File: config.mk
export PLATFORM = sky130hd
export DESIGN_NAME = sysid_read_arbiter_flat
export DESIGN_NICKNAME = d
export VERILOG_FILES = /design/src/rtl/sysid_read_arbiter_pkg.sv /design/src/rtl/sysid_read_arbiter_if.sv /design/src/rtl/sysid_read_arbiter_rr_arbiter.sv /design/src/rtl/sysid_read_arbiter.sv /design/src/flat_wrapper.sv
export SDC_FILE = /design/constraint.sdc
export NUM_CORES = 1
export LEC_CHECK = 0
export CORE_UTILIZATION = 35
export CTS_BUF_LIST = sky130_fd_sc_hd__clkbuf_4 sky130_fd_sc_hd__clkbuf_8 sky130_fd_sc_hd__clkbuf_16
export DETAILED_ROUTE_END_ITERATION = 6
export HOLD_SLACK_MARGIN = 0.03
export PLACE_DENSITY_LB_ADDON = 0.08
export SLEW_MARGIN = 15
export SYNTH_ARGS = -nofsm -noshare
export SYNTH_HDL_FRONTEND = slang
export SYNTH_SLANG_ARGS = --single-unit
File: constraint.sdc
create_clock -name clock -period 2.4 [get_ports clock]
set_input_delay 0.24 -clock clock [delete_from_list [all_inputs] [get_ports clock]]
set_output_delay 0.24 -clock clock [all_outputs]
set_load 0.02 [all_outputs]
File: src/rtl/sysid_read_arbiter_pkg.sv
// Shared types and helpers for the system-ID read arbiter.
package sysid_arb_pkg;

   typedef enum logic [1:0] {
      IDLE  = 2'd0,
      ISSUE = 2'd1,
      RESP  = 2'd2
   } state_t;

   localparam int LAT_W = 4;

   // Index width for a requester count; never below one bit.
   function automatic int idx_width(input int n);
      int w;
      w = 1;
      while ((1 << w) < n) w++;
      return w;
   endfunction

endpackage

File: src/rtl/sysid_read_arbiter_if.sv
// Requester-side and slave-side bus of the system-ID read arbiter.
// slave = the arbiter's view; master = requesters plus the sysid slave.
interface sysid_read_arbiter_if #(
   parameter int NUM_REQ = 4,
   parameter int ADDR_W  = 1,
   parameter int DATA_W  = 32
);
   logic [NUM_REQ-1:0]        req_read;
   logic [NUM_REQ*ADDR_W-1:0] req_address;
   logic [NUM_REQ-1:0]        req_waitrequest;
   logic [NUM_REQ-1:0]        req_readdatavalid;
   logic [DATA_W-1:0]         req_readdata;
   logic                      slv_read;
   logic [ADDR_W-1:0]         slv_address;
   logic [DATA_W-1:0]         slv_readdata;

   modport slave (
      input  req_read, req_address, slv_readdata,
      output req_waitrequest, req_readdatavalid, req_readdata, slv_read, slv_address
   );

   modport master (
      output req_read, req_address, slv_readdata,
      input  req_waitrequest, req_readdatavalid, req_readdata, slv_read, slv_address
   );
endinterface

File: src/rtl/sysid_read_arbiter_rr_arbiter.sv
// Combinational round-robin picker: first request at or after rr_ptr+1, wrapping.
module rr_arbiter
   import sysid_arb_pkg::*;
#(
   parameter int NUM_REQ = 4
) (
   input  logic [NUM_REQ-1:0]             req,
   input  logic [idx_width(NUM_REQ)-1:0]  rr_ptr,
   output logic [NUM_REQ-1:0]             grant,
   output logic [idx_width(NUM_REQ)-1:0]  grant_idx,
   output logic                           any_req
);
   localparam int IDX_W = idx_width(NUM_REQ);

   logic [IDX_W-1:0]   cand_idx [NUM_REQ];
   logic [NUM_REQ-1:0] cand_req;

   // Candidate gi is the requester gi+1 places after the pointer.
   genvar gi;
   generate
      for (gi = 0; gi < NUM_REQ; gi++) begin : g_cand
         logic [IDX_W:0] sum;
         assign sum = {1'b0, rr_ptr} + (IDX_W+1)'(gi + 1);
         assign cand_idx[gi] = (sum >= (IDX_W+1)'(NUM_REQ)) ?
                               IDX_W'(sum - (IDX_W+1)'(NUM_REQ)) : sum[IDX_W-1:0];
         assign cand_req[gi] = req[cand_idx[gi]];
      end
   endgenerate

   always_comb begin
      grant_idx = '0;
      grant     = '0;
      any_req   = |req;
      for (int k = NUM_REQ - 1; k >= 0; k--) begin
         if (cand_req[k]) grant_idx = cand_idx[k];
      end
      if (any_req) grant[grant_idx] = 1'b1;
   end

endmodule

File: src/rtl/sysid_read_arbiter.sv
// Round-robin sharing of a combinational system-ID slave between NUM_REQ requesters,
// with a fixed read latency and an explicit per-requester readdatavalid strobe.
module sysid_read_arbiter
   import sysid_arb_pkg::*;
#(
   parameter int NUM_REQ      = 4,
   parameter int ADDR_W       = 1,
   parameter int DATA_W       = 32,
   parameter int READ_LATENCY = 1
) (
   input logic                clock,
   input logic                reset,
   sysid_read_arbiter_if.slave bus
);
   localparam int IDX_W = idx_width(NUM_REQ);

   state_t             state_reg, state_next;
   logic [IDX_W-1:0]   rr_ptr_reg, rr_ptr_next;
   logic [IDX_W-1:0]   winner_reg, winner_next;
   logic [ADDR_W-1:0]  addr_reg, addr_next;
   logic               slv_read_reg, slv_read_next;
   logic [LAT_W-1:0]   lat_cnt_reg, lat_cnt_next;
   logic [DATA_W-1:0]  rdata_reg, rdata_next;

   logic [NUM_REQ-1:0] grant;
   logic [IDX_W-1:0]   grant_idx;
   logic               any_req;
   logic [NUM_REQ-1:0] waitreq;
   logic [NUM_REQ-1:0] rdv;

   rr_arbiter #(.NUM_REQ(NUM_REQ)) u_rr (
      .req       (bus.req_read),
      .rr_ptr    (rr_ptr_reg),
      .grant     (grant),
      .grant_idx (grant_idx),
      .any_req   (any_req)
   );

   always_ff @(posedge clock or posedge reset) begin
      if (reset) begin
         state_reg    <= IDLE;
         rr_ptr_reg   <= IDX_W'(NUM_REQ - 1);
         winner_reg   <= '0;
         addr_reg     <= '0;
         slv_read_reg <= 1'b0;
         lat_cnt_reg  <= '0;
         rdata_reg    <= '0;
      end else begin
         state_reg    <= state_next;
         rr_ptr_reg   <= rr_ptr_next;
         winner_reg   <= winner_next;
         addr_reg     <= addr_next;
         slv_read_reg <= slv_read_next;
         lat_cnt_reg  <= lat_cnt_next;
         rdata_reg    <= rdata_next;
      end
   end

   always_comb begin
      state_next    = state_reg;
      rr_ptr_next   = rr_ptr_reg;
      winner_next   = winner_reg;
      addr_next     = addr_reg;
      slv_read_next = slv_read_reg;
      lat_cnt_next  = lat_cnt_reg;
      rdata_next    = rdata_reg;
      waitreq       = '1;
      rdv           = '0;

      case (state_reg)
         IDLE: begin
            // Only the winner sees waitrequest low; that is the accept.
            if (!reset) waitreq = ~grant;
            if (any_req) begin
               winner_next   = grant_idx;
               rr_ptr_next   = grant_idx;
               addr_next     = bus.req_address[grant_idx*ADDR_W +: ADDR_W];
               slv_read_next = 1'b1;
               lat_cnt_next  = '0;
               state_next    = ISSUE;
            end
         end
         ISSUE: begin
            lat_cnt_next = lat_cnt_reg + LAT_W'(1);
            if (lat_cnt_reg == LAT_W'(READ_LATENCY)) begin
               rdata_next    = bus.slv_readdata;
               slv_read_next = 1'b0;
               state_next    = RESP;
            end
         end
         RESP: begin
            rdv[winner_reg] = 1'b1;
            state_next      = IDLE;
         end
         default: state_next = IDLE;
      endcase
   end

   assign bus.req_waitrequest   = waitreq;
   assign bus.req_readdatavalid = rdv;
   assign bus.req_readdata      = rdata_reg;
   assign bus.slv_read          = slv_read_reg;
   assign bus.slv_address       = addr_reg;

   assert property (@(posedge clock) disable iff (reset) $onehot0(rdv));

endmodule
File: src/flat_wrapper.sv
// flat-port wrapper written by rule: the top's interface ports become plain ports
module sysid_read_arbiter_flat import sysid_arb_pkg::*;
#(
   parameter int NUM_REQ      = 4,
   parameter int ADDR_W       = 1,
   parameter int DATA_W       = 32,
   parameter int READ_LATENCY = 1
)
  (clock, reset, bus_req_read, bus_req_address, bus_slv_readdata, bus_req_waitrequest, bus_req_readdatavalid, bus_req_readdata, bus_slv_read, bus_slv_address);
  sysid_read_arbiter_if #(.NUM_REQ(NUM_REQ), .ADDR_W(ADDR_W), .DATA_W(DATA_W)) bus_i ();
  input logic clock;
  input logic reset;
  input wire logic [$bits(bus_i.req_read)-1:0] bus_req_read;
  input wire logic [$bits(bus_i.req_address)-1:0] bus_req_address;
  input wire logic [$bits(bus_i.slv_readdata)-1:0] bus_slv_readdata;
  output wire logic [$bits(bus_i.req_waitrequest)-1:0] bus_req_waitrequest;
  output wire logic [$bits(bus_i.req_readdatavalid)-1:0] bus_req_readdatavalid;
  output wire logic [$bits(bus_i.req_readdata)-1:0] bus_req_readdata;
  output wire logic [$bits(bus_i.slv_read)-1:0] bus_slv_read;
  output wire logic [$bits(bus_i.slv_address)-1:0] bus_slv_address;
  assign bus_i.req_read = bus_req_read;
  assign bus_i.req_address = bus_req_address;
  assign bus_i.slv_readdata = bus_slv_readdata;
  assign bus_req_waitrequest = bus_i.req_waitrequest;
  assign bus_req_readdatavalid = bus_i.req_readdatavalid;
  assign bus_req_readdata = bus_i.req_readdata;
  assign bus_slv_read = bus_i.slv_read;
  assign bus_slv_address = bus_i.slv_address;
  sysid_read_arbiter #(.NUM_REQ(NUM_REQ), .ADDR_W(ADDR_W), .DATA_W(DATA_W), .READ_LATENCY(READ_LATENCY)) u_core (.clock(clock), .reset(reset), .bus(bus_i));
endmodule
# Word level (Yosys, flattened, before mapping)
# Index checks and enable logic that the tools add are counted.
[op_classes]
n_reduce_logical = 10
n_lt_le_gt_ge = 12
n_mux = 32
bitwise = 1
add_sub_neg = 9
shift = 1
n_eq_ne = 5
[op_table]
columns = ["op", "n"]
rows = [
  ["2-to-1 mux 2 bit", 10],
  ["2-to-1 mux 4 bit", 5],
  ["< comparator 2 x 3 -> 1 bit, second input constant", 6],
  ["greater-or-equal comparator 3 bit, second input constant", 4],
  ["binary-select mux 1 bit (select 2 bit)", 4],
  ["2-to-1 mux 1 bit", 8],
  ["one-hot mux 4 bit (2 select lines)", 1],
  ["AND reduction 2 bit", 4],
  ["subtractor 2 x 1 -> 2 bit, second input constant", 4],
  ["adder 2 x 2 -> 3 bit, second input constant", 2],
  ["adder 4 x 1 -> 4 bit, second input constant", 1],
  ["demux 1 bit (select 2 bit)", 2],
  ["== test 4 x 1 -> 1 bit, second input constant", 1],
  ["greater-or-equal comparator 2 x 1 -> 1 bit, second input constant", 2],
  ["!= test 2 x 1 -> 1 bit, second input constant", 2],
  ["inverter 4 bit", 1],
  ["one-hot mux 2 bit (2 select lines)", 1],
  ["OR reduction 4 bit", 1],
  ["indexed part select 4 x 3 -> 1 bit", 1],
  ["adder 2 x 1 -> 3 bit, second input constant", 1],
  ["adder 2 x 3 -> 3 bit, second input constant", 1],
  ["AND reduction 3 bit", 1],
  ["== test 2 x 1 -> 1 bit, second input constant", 1],
  ["== test 2 bit, second input constant", 1],
  ["4 further kinds", 5],
]
[word_totals]
inputBits = 42
regBits = 44
out_inout_bits = 42
elab_cells = 77

# Depth between registers and ports, before layout
[logic_depth]
word_depth = 17
ltp_mapped = 8
mapped_depth_nobuf = 7

# By module
# Synthesis repeated with hierarchy kept, for this count alone.
[unflattened]
cells_unflattened = 160
area_unflattened_um2 = 2178.3
[modules_own_cells]
columns = ["module", "cells_per_inst", "area_per_inst_um2", "seq_area_each_um2", "instances"]
rows = [
  ["sysid_read_arbiter", 125, 1940.6, 1103.6, 1],
  ["rr_arbiter", 35, 237.7, 0.0, 1],
]

# Least setup slack after synthesis
# OpenSTA, ideal clock, no wires.
[synth_path]
kind = "in2out"
from = "in reset"
to = "out bus_req_waitrequest[0]"
path_slack_ns = 0.497
required_time_ns = 2.160
t_arrival_ns = 1.663
n_path_buf = 0
path_stages = 2
cell_sequence = "inv_1 > nand4_1"
[synth_via]
elab_chain_len = 2
[synth_lines]
columns = ["item", "line_no", "text"]
rows = [
  ["start: declaration", "flat_wrapper.sv:12", "input logic reset;"],
  ["2-to-1 mux 4 bit", "sysid_read_arbiter.sv:73", "if (!reset) waitreq = ~grant;"],
  ["2-to-1 mux 4 bit", "sysid_read_arbiter.sv:70", "case (state_reg)"],
  ["end: declaration", "flat_wrapper.sv:16", "output wire logic [$bits(bus_i.req_waitrequest)-1:0] bus_req_waitrequest;"],
]
# No other way between the ends.

# Worst setup path after layout
[layout_path]
from = "reg u_core.rr_ptr_reg[1]"
to = "out bus_req_waitrequest[2]"
[layout_via]
elab_chain_len = 17
elab_cells_between_ends = 37
cone_classes = "add/sub: 8; order compare: 6; mux: 21; bitwise: 1; reduce/logical: 1"
[layout_lines]
columns = ["item", "line_no", "text"]
rows = [
  ["start: declaration", "sysid_read_arbiter.sv:18", "logic [IDX_W-1:0] rr_ptr_reg, rr_ptr_next;"],
  ["start signal: assignment", "sysid_read_arbiter.sv:42", "rr_ptr_reg <= IDX_W'(NUM_REQ - 1);"],
  ["start signal: assignment", "sysid_read_arbiter.sv:50", "rr_ptr_reg <= rr_ptr_next;"],
  ["adder 2 x 3 -> 3 bit", "sysid_read_arbiter_rr_arbiter.sv:23", "assign sum = {1'b0, rr_ptr} + (IDX_W+1)'(gi + 1);"],
  ["greater-or-equal comparator 3 bit / subtractor 2 x 1 -> 2 bit (equally long branches)", "sysid_read_arbiter_rr_arbiter.sv:24, sysid_read_arbiter_rr_arbiter.sv:25", ""],
  ["2-to-1 mux 2 bit", "sysid_read_arbiter_rr_arbiter.sv:24", "assign cand_idx[gi] = (sum >= (IDX_W+1)'(NUM_REQ)) ?"],
  ["binary-select mux 1 bit (select 2 bit)", "sysid_read_arbiter_rr_arbiter.sv:26", "assign cand_req[gi] = req[cand_idx[gi]];"],
  ["2-to-1 mux 1 bit (not written as such)", "sysid_read_arbiter_rr_arbiter.sv:26", ""],
  ["2-to-1 mux 2 bit (3 in a row)", "sysid_read_arbiter_rr_arbiter.sv:35", "if (cand_req[k]) grant_idx = cand_idx[k];"],
  ["2-to-1 mux 2 bit *", "sysid_read_arbiter_rr_arbiter.sv:35", ""],
  ["< comparator 2 x 3 -> 1 bit (not written as such) / greater-or-equal comparator 2 x 1 -> 1 bit (equally long branches)", "sysid_read_arbiter_rr_arbiter.sv:37", "if (any_req) grant[grant_idx] = 1'b1;"],
  ["logical AND 1 bit (not written as such)", "sysid_read_arbiter_rr_arbiter.sv:37", ""],
  ["2-to-1 mux 1 bit (not written as such)", "sysid_read_arbiter_rr_arbiter.sv:37", ""],
  ["demux 1 bit (select 2 bit) *", "sysid_read_arbiter_rr_arbiter.sv:37", ""],
  ["2-to-1 mux 4 bit *", "sysid_read_arbiter_rr_arbiter.sv:37", ""],
  ["inverter 4 bit *", "sysid_read_arbiter.sv:73", ""],
  ["2-to-1 mux 4 bit *", "sysid_read_arbiter.sv:73", ""],
  ["2-to-1 mux 4 bit *", "sysid_read_arbiter.sv:70", ""],
]
# Every way passes the cells marked *; elsewhere a longest branch is shown, timed or not. The select of a mux whose other input is x is not followed.

==> impl_metrics.ini <==
[run_status]
outcome = finished clean

[grt]
use_met1_pct = 20.9
busiest_layer = met2
grtUsageMet3_pct = 4.23
grt-ovfl-total = 0
grt_max_degree = 45
grt_pass1_vias = 1703
grt_pass1_wl_um = 7300
antenna_found_initial = 0
met2_usage_pct = 29.6
grt_util_all_layers_pct = 16.9

[logic_synthesis]
netlist.area_leader.share_pct = 55.7
synth_warnings = 0
synth_nets = 256
syn_area_um2 = 1890
synth_top_area_cell = dfrtp_1
synth_common_cells = nand2_1 (107), dfrtp_1 (42), nor2_1 (10)
synthArstFlopShare_pct = 100
ys_seq_elements = 44
synth_edf_count = 0
ys_types = 31
ys_seq_area_share_pct = 58.5
synthFlopType = dfrtp_1
yosysMostFrequentCell = nand2_1
synth_area_leaders = dfrtp_1 (56%), nand2_1 (21%), dfstp_2 (2.8%), nor2_1 (2.0%), nor3b_1 (2.0%)
syn_inst = 212
synth_area_per_cell_um2 = 8.89

[timing]
fin_skew_ns = 0.00417
finalSetupViolCount = 0
fin_tns_setup_ns = 0
rsz0062_at_grt = false
final.min_clock_period_ns = 2.31
hold_viol_final = 0
fin_crit_sh_pct = 96.3
tightest_slew_ns = 0.541
setup_slack_ns = 0.0887
slew_viol_final = 0
max-slew-margin-rel_pct = 63.9
max_freq_mhz = 433

[routing]
firstDrtPassIters = 3
drt_iter0_drc = 49
ant_nets = 0
via_count = 1687
drt_wl_total_um = 4310
vias_per_cell = 4.45
drc_errors = 0
wl_per_cell_um = 11.4

[clock_tree]
cts_setup_buffers = 0
clk_latency_ns = 0.29
cts-resized-gates = 4
clock-sinks = 44
cts_buffers = 5
cts_tree = built
cts_max_level = 2
path_clk_slew_ns = 0.08
cts_hold_buf = 0
cts_buffer_depth = 2
cts_root_buffer = clkbuf_8

[placement]
pre_cts_ws_ns = -0.194
io_buffers = 83
gp_congestion = 0.727
hpwlAfterDp_um = 3080
post_dp_cell_area_um2 = 2870

[power_and_ir_drop]
cellLeakagePower_nw = 1.42
switchingPower_w = 0.00155
clockPowerShare_pct = 15.2
combPwrFrac_pct = 51.1
p_int_w = 0.00243
sw_frac_of_total_pct = 39.0
peakVddDrop_mv = 0.657
power_density_nw_per_um2 = 1340
seqPwrFrac_pct = 33.7
total_power_w = 0.00399

[run]
maxCapViolCount = 0

[layout]
drive_gt1_share_pct = 9.71
finalInstanceArea_um2 = 2990
area_growth_pct = 58.3
largest_reg_flops = 32
fin_nets = 352
antenna_cells = 0

[worst_setup_path]
crit_arrival_ns = 2.07
cp.required_ns = 2.16
critPathLaunchType = register
critPathMaxFanout = 5
endpoint_kind = primary output
critical_path_class = reg -> out

[floorplan]
fp.coreArea_um2 = 5140
dieArea_um2 = 5690
io_pins = 84
initial_core_util_pct = 36.7
rows = 26
fp.dieW_um = 75.4
dieHeight_um = 75.4

[worst_hold_path]
hp-class = in -> reg
power groups by stage:
| stage | clock network [W] | logic (W) | registers [W] |
|---|---|---|---|
| floorplan | 0 | 0.000811 | 0.00167 |
| global placement | 0 | 0.00205 | 0.00135 |
| detailed placement | 0 | 0.00208 | 0.00135 |
| CTS | 0.000626 | 0.00208 | 0.00135 |
| global route | 0.000653 | 0.00227 | 0.00139 |
| finish | 0.000608 | 0.00204 | 0.00134 |
worst paths after layout:
path	end	start	depth (start not counted)	slack [ns]
worst min register to register	u_core.bus.req_readdata[6]	u_core.bus.req_readdata[6]	2	0.48
worst max register to register	u_core.bus.slv_address	u_core.rr_ptr_reg[0]	6	0.38
worst min-delay path	u_core.bus.req_readdata[30]	bus_slv_readdata[30]	3	0.47
worst max-delay path	bus_req_waitrequest[2]	u_core.rr_ptr_reg[1]	7	0.09
max in group asynchronous	u_core.bus.req_readdata[28]	reset	3	1.53
min in group asynchronous	u_core.bus.slv_address	reset	3	0.50
metrics by stage:
| stage | utilization [%] | cells | hold WS [ns] |
|---|---|---|---|
| after floorplan | - | 212 | 0.345 |
| after global placement | 55.8 | 371 | 0.457 |
| after detailed placement | 55.8 | 371 | 0.462 |
| after CTS | 58.2 | 379 | 0.463 |
| after global routing | 58.1 | 379 | 0.475 |
| final | 58.1 | 379 | 0.472 |
cell usage in the layout, fill, tap and decap left out, types with 2 or more instances in the layout:
master,netlist,layout
a21oi_1,2,2
inv_1,5,4
ha_1,2,2
buf_4,0,13
nor2b_1,2,2
clkbuf_8,0,7
clkdlybuf4s50_1,0,79
nand2b_1,2,2
nand3_1,5,5
dlygate4sd2_1,0,3
nor2_1,10,10
nand2_1,107,107
nor3b_1,5,5
o21ai_0,4,4
dfstp_2,2,2
nand4_1,2,2
dfrtp_1,42,42
kinds of logic after synthesis:
group | synth area share (%)
XOR/XNOR | 0.465
flip-flops | 58.5
buffers and inverters | 2.79
adder cells (fa/ha/maj) | 1.33
AND/OR/NAND/NOR | 30.7
multiplexers | 1.13
AO/OA/AOI/OAI | 5.04
layer usage:
| metal | share of wire [%] | vias to the layer above | routed length [um] |
|---|---|---|---|
| li1 | - | 862 | - |
| met1 | 46 | 770 | 1980 |
| met2 | 47 | 53 | 2020 |
| met3 | 6.7 | 2 | 289 |
| met4 | 0.51 | 0 | 22 |
| met5 | 0 | - | 0 |
layout make-up:
class,count,area (um^2)
Clock buffer,7,96.3
Tap cell,70,87.6
Clock inverter,1,30.0
Fill cell,509,2150
Sequential cell,44,1100
Timing Repair Buffer,96,920
Inverter,5,18.8
Multi-Input combinational cell,156,729
worst max-delay path, stage by stage, from the launching register on:
cell and delay [ns]:
dfstp_2 0.57, nor3b_1 0.06, a311o_1 0.33, or2_4 0.24, buf_4 0.14, nor2_1 0.07, nand2_1 0.05, dlygate4sd2_1 0.32
(Power assumes the default switching activity.)
